===== config.mk =====
export PLATFORM = sky130hd
export DESIGN_NAME = alu_sequencer
export DESIGN_NICKNAME = d
export VERILOG_FILES = /design/src/rtl/alu_seq_pkg.sv /design/src/rtl/rr_arbiter2.sv /design/src/rtl/alu_sequencer.sv
export SDC_FILE = /design/constraint.sdc
export NUM_CORES = 1
export LEC_CHECK = 0
export ABC_CLOCK_PERIOD_IN_PS = 3500
export CAP_MARGIN = 20
export CORE_MARGIN = 5
export CORE_UTILIZATION = 50
export CTS_CLUSTER_DIAMETER = 30
export DETAILED_ROUTE_END_ITERATION = 7
export DONT_BUFFER_PORTS = 1
export PLACE_DENSITY = 0.65
export RECOVER_POWER = 50
export SLEW_MARGIN = 15
export SYNTH_ARGS = -nofsm -noshare
export SYNTH_HDL_FRONTEND = slang
export SYNTH_SLANG_ARGS = --single-unit

===== constraint.sdc =====
create_clock -name i_clk -period 3.5 [get_ports i_clk]
set_input_delay 0.175 -clock i_clk [delete_from_list [all_inputs] [get_ports i_clk]]
set_output_delay 0.175 -clock i_clk [all_outputs]
set_load 0.005 [all_outputs]

===== src/rtl/alu_seq_pkg.sv =====
// Shared definitions for the ALU sequencer: opcodes, FSM states, port count.
package alu_seq_pkg;

   localparam int NPORTS = 2;

   localparam logic [2:0] OP_ADD = 3'd0;
   localparam logic [2:0] OP_SUB = 3'd1;
   localparam logic [2:0] OP_AND = 3'd2;
   localparam logic [2:0] OP_EOR = 3'd3;
   localparam logic [2:0] OP_ORA = 3'd4;
   localparam logic [2:0] OP_LSR = 3'd5;

   typedef enum logic [1:0] {
      IDLE    = 2'd0,
      EXEC_LO = 2'd1,
      EXEC_HI = 2'd2,
      RSP     = 2'd3
   } state_t;

   // Opcodes 6 and 7 have no ALU pass and return an error response.
   function automatic logic op_reserved(input logic [2:0] op);
      return op > OP_LSR;
   endfunction

endpackage


===== src/rtl/rr_arbiter2.sv =====
// Two-request round-robin arbiter; the port not granted last wins a tie.
module rr_arbiter2 (
   input  logic       clk,
   input  logic       rst,
   input  logic       en,
   input  logic [1:0] req,
   output logic [1:0] grant,
   output logic       id
);

   logic last;

   // Grant at most one requester while enabled, favouring the one not served last.
   always_comb begin
      grant = 2'b00;
      id    = 1'b0;
      if (en) begin
         if (req[0] && (!req[1] || last)) begin
            grant = 2'b01;
            id    = 1'b0;
         end else if (req[1]) begin
            grant = 2'b10;
            id    = 1'b1;
         end
      end
   end

   // Remember the last granted port; reset makes port 0 the first winner.
   always_ff @(posedge clk) begin
      if (rst)
         last <= 1'b1;
      else if (|grant)
         last <= id;
   end

endmodule


===== src/rtl/alu_sequencer.sv =====
// Sequencer in front of the cpu6502 ALU: arbitrates two requesters, runs one
// or two byte passes through the ALU and returns the result by valid/ready.
module alu_sequencer
   import alu_seq_pkg::*;
(
   input  logic        i_clk,
   input  logic        i_reset,
   input  logic [1:0]  i_req_valid,
   output logic [1:0]  o_req_ready,
   input  logic [5:0]  i_req_op,
   input  logic [31:0] i_req_a,
   input  logic [31:0] i_req_b,
   input  logic [1:0]  i_req_wide,
   input  logic [1:0]  i_req_cin,
   output logic        o_rsp_valid,
   input  logic        i_rsp_ready,
   output logic        o_rsp_id,
   output logic [15:0] o_rsp_data,
   output logic        o_rsp_carry,
   output logic        o_rsp_err,
   output logic [7:0]  o_sb,
   output logic [7:0]  o_db,
   output logic        o_sb_add,
   output logic        o_db_add,
   output logic        o_db_n_add,
   output logic        o_0_add,
   output logic        o_1_addc,
   output logic        o_sums,
   output logic        o_ands,
   output logic        o_eors,
   output logic        o_ors,
   output logic        o_srs,
   input  logic [7:0]  i_alu_add,
   input  logic        i_alu_acr
);

   state_t      state, state_nxt;
   logic [1:0]  grant;
   logic        gnt_id;
   logic        arb_en;
   logic        accept;

   logic [2:0]  req_op;
   logic [15:0] req_a, req_b;
   logic        req_wide, req_cin;

   // Request captured on the accept edge.
   logic [2:0]  op_p0;
   logic [15:0] a_p0, b_p0;
   logic        wide_p0, cin_p0, id_p0;

   // Pass results; carry_p1 is both the inter-pass carry and the final carry.
   logic [7:0]  res_lo_p1, res_hi_p1;
   logic        carry_p1, err_p1;

   logic        hi_pass, exec;
   logic [7:0]  a_byte, b_byte, b_eff;
   logic        cin_pass, pass_carry, lsr_merge;

   assign arb_en = (state == IDLE) && !i_reset;
   assign accept = |grant;

   rr_arbiter2 u_arb (
      .clk   (i_clk),
      .rst   (i_reset),
      .en    (arb_en),
      .req   (i_req_valid),
      .grant (grant),
      .id    (gnt_id)
   );

   assign o_req_ready = grant;

   assign req_op   = gnt_id ? i_req_op[5:3]    : i_req_op[2:0];
   assign req_a    = gnt_id ? i_req_a[31:16]   : i_req_a[15:0];
   assign req_b    = gnt_id ? i_req_b[31:16]   : i_req_b[15:0];
   assign req_wide = gnt_id ? i_req_wide[1]    : i_req_wide[0];
   assign req_cin  = gnt_id ? i_req_cin[1]     : i_req_cin[0];

   assign hi_pass   = (state == EXEC_HI);
   assign exec      = (state == EXEC_LO) || hi_pass;
   assign a_byte    = hi_pass ? a_p0[15:8] : a_p0[7:0];
   assign b_byte    = hi_pass ? b_p0[15:8] : b_p0[7:0];
   assign b_eff     = (op_p0 == OP_SUB) ? ~b_byte : b_byte;
   assign cin_pass  = hi_pass ? carry_p1 : cin_p0;
   assign lsr_merge = (op_p0 == OP_LSR) && wide_p0 && carry_p1;

   // Carry of the current pass: local 9-bit sum for ADD/SUB, ALU carry for LSR.
   always_comb begin
      pass_carry = 1'b0;
      if (op_p0 == OP_ADD || op_p0 == OP_SUB)
         pass_carry = ({1'b0, a_byte} + {1'b0, b_eff} + {8'd0, cin_pass}) > 9'd255;
      else if (op_p0 == OP_LSR)
         pass_carry = i_alu_acr;
   end

   // State register; reset returns to IDLE from anywhere.
   always_ff @(posedge i_clk) begin
      if (i_reset)
         state <= IDLE;
      else
         state <= state_nxt;
   end

   // Next state plus ALU strobes and byte buses, all zero outside EXEC.
   always_comb begin
      state_nxt  = state;
      o_sb       = 8'd0;
      o_db       = 8'd0;
      o_sb_add   = 1'b0;
      o_db_add   = 1'b0;
      o_db_n_add = 1'b0;
      o_0_add    = 1'b0;
      o_1_addc   = 1'b0;
      o_sums     = 1'b0;
      o_ands     = 1'b0;
      o_eors     = 1'b0;
      o_ors      = 1'b0;
      o_srs      = 1'b0;

      if (exec) begin
         o_sb     = a_byte;
         o_sb_add = 1'b1;
         case (op_p0)
            OP_ADD: begin o_db = b_byte; o_db_add = 1'b1;   o_sums = 1'b1; o_1_addc = cin_pass; end
            OP_SUB: begin o_db = b_byte; o_db_n_add = 1'b1; o_sums = 1'b1; o_1_addc = cin_pass; end
            OP_AND: begin o_db = b_byte; o_db_add = 1'b1;   o_ands = 1'b1; end
            OP_EOR: begin o_db = b_byte; o_db_add = 1'b1;   o_eors = 1'b1; end
            OP_ORA: begin o_db = b_byte; o_db_add = 1'b1;   o_ors  = 1'b1; end
            OP_LSR: begin o_srs = 1'b1; end
            default: ;
         endcase
      end

      case (state)
         IDLE: begin
            if (accept) begin
               if (op_reserved(req_op))
                  state_nxt = RSP;
               else if (req_op == OP_LSR && req_wide)
                  state_nxt = EXEC_HI;
               else
                  state_nxt = EXEC_LO;
            end
         end
         EXEC_LO: state_nxt = (wide_p0 && op_p0 != OP_LSR) ? EXEC_HI : RSP;
         EXEC_HI: state_nxt = (op_p0 == OP_LSR) ? EXEC_LO : RSP;
         RSP:     if (i_rsp_ready) state_nxt = IDLE;
         default: state_nxt = IDLE;
      endcase
   end

   // Request capture on accept, then per-pass capture of the ALU hold register.
   always_ff @(posedge i_clk) begin
      if (state == IDLE && accept) begin
         op_p0     <= req_op;
         a_p0      <= req_a;
         b_p0      <= req_b;
         wide_p0   <= req_wide;
         cin_p0    <= req_cin;
         id_p0     <= gnt_id;
         res_lo_p1 <= 8'd0;
         res_hi_p1 <= 8'd0;
         carry_p1  <= 1'b0;
         err_p1    <= op_reserved(req_op);
      end else if (state == EXEC_LO) begin
         res_lo_p1 <= i_alu_add | {lsr_merge, 7'd0};
         carry_p1  <= pass_carry;
      end else if (state == EXEC_HI) begin
         res_hi_p1 <= i_alu_add;
         carry_p1  <= pass_carry;
      end
   end

   // Response is only presented in RSP; everything reads zero elsewhere.
   assign o_rsp_valid = (state == RSP);
   assign o_rsp_id    = o_rsp_valid & id_p0;
   assign o_rsp_data  = o_rsp_valid ? {res_hi_p1, res_lo_p1} : 16'd0;
   assign o_rsp_carry = o_rsp_valid & carry_p1;
   assign o_rsp_err   = o_rsp_valid & err_p1;

endmodule


==> out/results.txt <==
Status -> finished clean
Grt total ovfl -> 0
LEAKAGE -> 1.313 nW
Area of the core -> 6681 um^2
Syn Area/Cell -> 11.86 um^2
Critical R2R Launch -> state[0]
Commonest cells in the netlist -> 39 x edfxtp_1, 34 x mux2_2, 30 x nor2_1, 27 x and2_1, 26 x mux2i_1
Seq pwr share -> 41.0%
Synth Area in Adders -> 5.255%
Worst-skew pair later-pin latency -> 340 ps
Worst reg2reg path depth -> 11
First-pass GRT wire length -> 10840 um
Routed WL -> 6921 um
Hold_ws -> 21.50 ps
Net Count, Synth -> 386
Post-synth top area share -> 34.64%
Clk buf depth -> 2
CP delay by family, top -> adder cells
Cell Count, Final, Fillers Out -> 375
Die W -> 92.23 um
Final setup violating endpoints -> 0
Most used standard cell by instance count after synthesis -> edfxtp_1
Area leader, netlist -> edfxtp_1
Initial core utilization -> 50.60%
VDD IR max -> 0.0002971 V
Critical path depth -> 11
CP Capture Type -> register
Max FO, Critical Path -> 14
Worst setup path start -> state[0]
Clock root buffer master -> clkbuf_8
Initial drt markers -> 80
Clock power frac -> 22.6%
Num CTS Buffers -> 9
Endpoints failing hold -> 0
Via count -> 2102
Netlist cell types -> 45
Diodes inserted -> 0
Crit path to -> carry_p1
Slew Viols, Final -> 0
Setup TNS -> 0 ps
Post-synth EDFFs -> 39
Largest family of logic cells by synthesized area -> multiplexers
Area grow syn2layout -> 8.327%
GRT Overall Usage -> 16.70%
Routed vias/inst -> 5.605
Worst R2R Setup Slack -> 620 ps
CP bufs+invs -> 2
Simple-Gate Fraction of Synth Area -> 14.10%
Max_cap viols -> 0
R2r endpoint -> carry_p1
Crit share post-route -> 82.30%
CP required -> 3660 ps
Post-Synth XOR/XNOR Area -> 2.073%
Final HPWL DP -> 5016 um
Drt drc -> 0
Mapped Area -> 3381 um^2
Rel. slew slack -> 11.75%
Register area share after synthesis -> 46.48%
Worst Hold Class -> input port to register
Synth Register Bits -> 59
Antenna-violating nets left -> 0
Synth Area in Compound Gates -> 3.886%
Max incr delay on CP -> 460 ps
Nets -> 391
Clock Pin Slew Worst Setup and Hold Paths -> 70 ps
Psw -> 0.8814 mW
First-pass DRT Iterations -> 4
Average wire per standard cell -> 18.46 um
Synth area leaders -> edfxtp_1 35%, dfxtp_1 12%, mux2_2 11%
FP Rows -> 30
Placed cells -> 350
CTS tree -> yes
Internal power -> 1.686 mW
Switch share -> 34.33%
Dominant synthesized flop cell -> edfxtp_1
Worst EP arrival -> 3040 ps
Mux share of post-synthesis cell area -> 23.91%
Worst path slowest cell -> ha_2
Routability cong. -> 0.7736
Worst Skew -> 7.519 ps
Pwr Density -> 701.1 nW/um^2
Least-Margin Pin Slew -> 1324 ps
Post-CTS resize count -> 0
Post-Syn Instances -> 285
Comb power frac -> 36.3%
Setup crit start kind -> register
Height of the die -> 92.23 um
Final Core Density -> 54.81%
RSZ-0062 raised after global routing -> false
Port buffer count -> 0
Largest net degree at the start of global routing -> 57
Fraction of registers with async set/reset -> 0%
Setup CP Type -> register to register
Die Area -> 8506 um^2
Io pins -> 136
Achievable frequency -> 0.3472 GHz
CTS H-tree lvls -> 3
Clock period minus worst slack -> 2880 ps
Clock sinks -> 59
Critical Path, Cell by Cell -> inv_1, ha_2, mux2i_1, xor2_1, fa_1, inv_1, fa_1, a211oi_1, o21ai_0, a311oi_1, nor3_1
Vias in the first global route -> 2162
Share of layout cells above drive strength 1 -> 22.71%
Ys Warns -> 0
Fill cell count -> 580
Initial antenna violation count -> 0
cells by family after synthesis:
family / count (synthesis)
XOR/XNOR: 8
AO/OA/AOI/OAI: 20
other: 1
flip-flops: 59
adder cells (fa/ha/maj): 13
buffers and inverters: 24
multiplexers: 71
AND/OR/NAND/NOR: 89
worst register-to-register path, cell delays in order (launching register included):
cell and delay, ps:
dfxtp_1 330, inv_1 130, ha_2 460, mux2i_1 310, xor2_1 200, fa_1 180
inv_1 50, fa_1 360, a211oi_1 220, o21ai_0 110, a311oi_1 280, nor3_1 80
sequential cells by signal (all words and copies together) (netlist names):
register / flops
a_p0: 16
b_p0: 16
res_hi_p1: 8
res_lo_p1: 8
op_p0: 3
state: 2
carry_p1: 1
cin_p0: 1
err_p1: 1
id_p0: 1
u_arb.last: 1
wide_p0: 1
placed cells by master, fill, tap and decap left out, drive strengths merged, types with 2 or more instances in the layout:
| master | n |
|---|---|
| mux2i | 26 |
| edfxtp | 39 |
| a21oi | 5 |
| and2 | 27 |
| inv | 7 |
| a211oi | 2 |
| ha | 11 |
| xnor2 | 7 |
| fa | 2 |
| nor2 | 31 |
| dlygate4sd3 | 9 |
| o21ai | 4 |
| clkinv | 3 |
| mux2 | 45 |
| clkbuf | 13 |
| nand2b | 3 |
| nor2b | 6 |
| and3 | 3 |
| dfxtp | 20 |
| nor3 | 5 |
| nand4 | 2 |
| buf | 2 |
| nand2 | 6 |
worst min-delay path by stage:
stage	slack, ps	to	cells after the start	startpoint
after global placement	310	state[0]	1	i_reset
after global routing	30	b_p0[1]	1	i_req_b[17]
after detailed placement	300	state[0]	1	i_reset
after floorplan	290	state[0]	1	i_reset
after CTS	6	res_lo_p1[1]	2	i_alu_add[1]
final	20	res_lo_p1[1]	2	i_alu_add[1]
layer usage:
metal	part of all wire, %	global-route usage [%]	wire [um]	up-vias
met1	43	20.80	3006	980
met5	0	0	0	-
met4	2.7	9.035	184	0
met3	7.3	5.660	505	15
li1	-	-	-	1020
met2	47	25.49	3224	87
final cells by class:
type | count | area (um^2) | area share, %
Inverter | 6 | 22.52 | 0.6150
Sequential cell | 59 | 1572 | 42.91
Multi-Input combinational cell | 202 | 1670 | 45.61
Tap cell | 80 | 100.1 | 2.733
Clock buffer | 12 | 166.4 | 4.544
Timing Repair Buffer | 12 | 110.1 | 3.007
Clock inverter | 4 | 21.27 | 0.5808
power groups by stage:
stage	clock, mW	sequential (mW)	combinational, mW
CTS	0.600	1.05	0.954
floorplan	0	1.03	0.780
global placement	0	1.06	0.924
global route	0.627	1.08	1.06
detailed placement	0	1.06	0.941
finish	0.581	1.05	0.933
through the flow:
stage | area, um^2 | total power, mW | setup slack [ps]
finish | 3662 | 2.567 | 619.6
detailed placement | 3390 | 2.004 | 625.8
CTS | 3667 | 2.606 | 614.6
floorplan | 3381 | 1.809 | 730.2
global route | 3662 | 2.759 | 322.8
global placement | 3390 | 1.985 | 702.1
repair_timing:
| action | CTS | global route |
|---|---|---|
| hold buffers | 9 | 0 |
| endpoints found under the hold margin | 16 | 0 |
| buffers inserted | 0 | 0 |
Power figures use the tool's default switching activity.
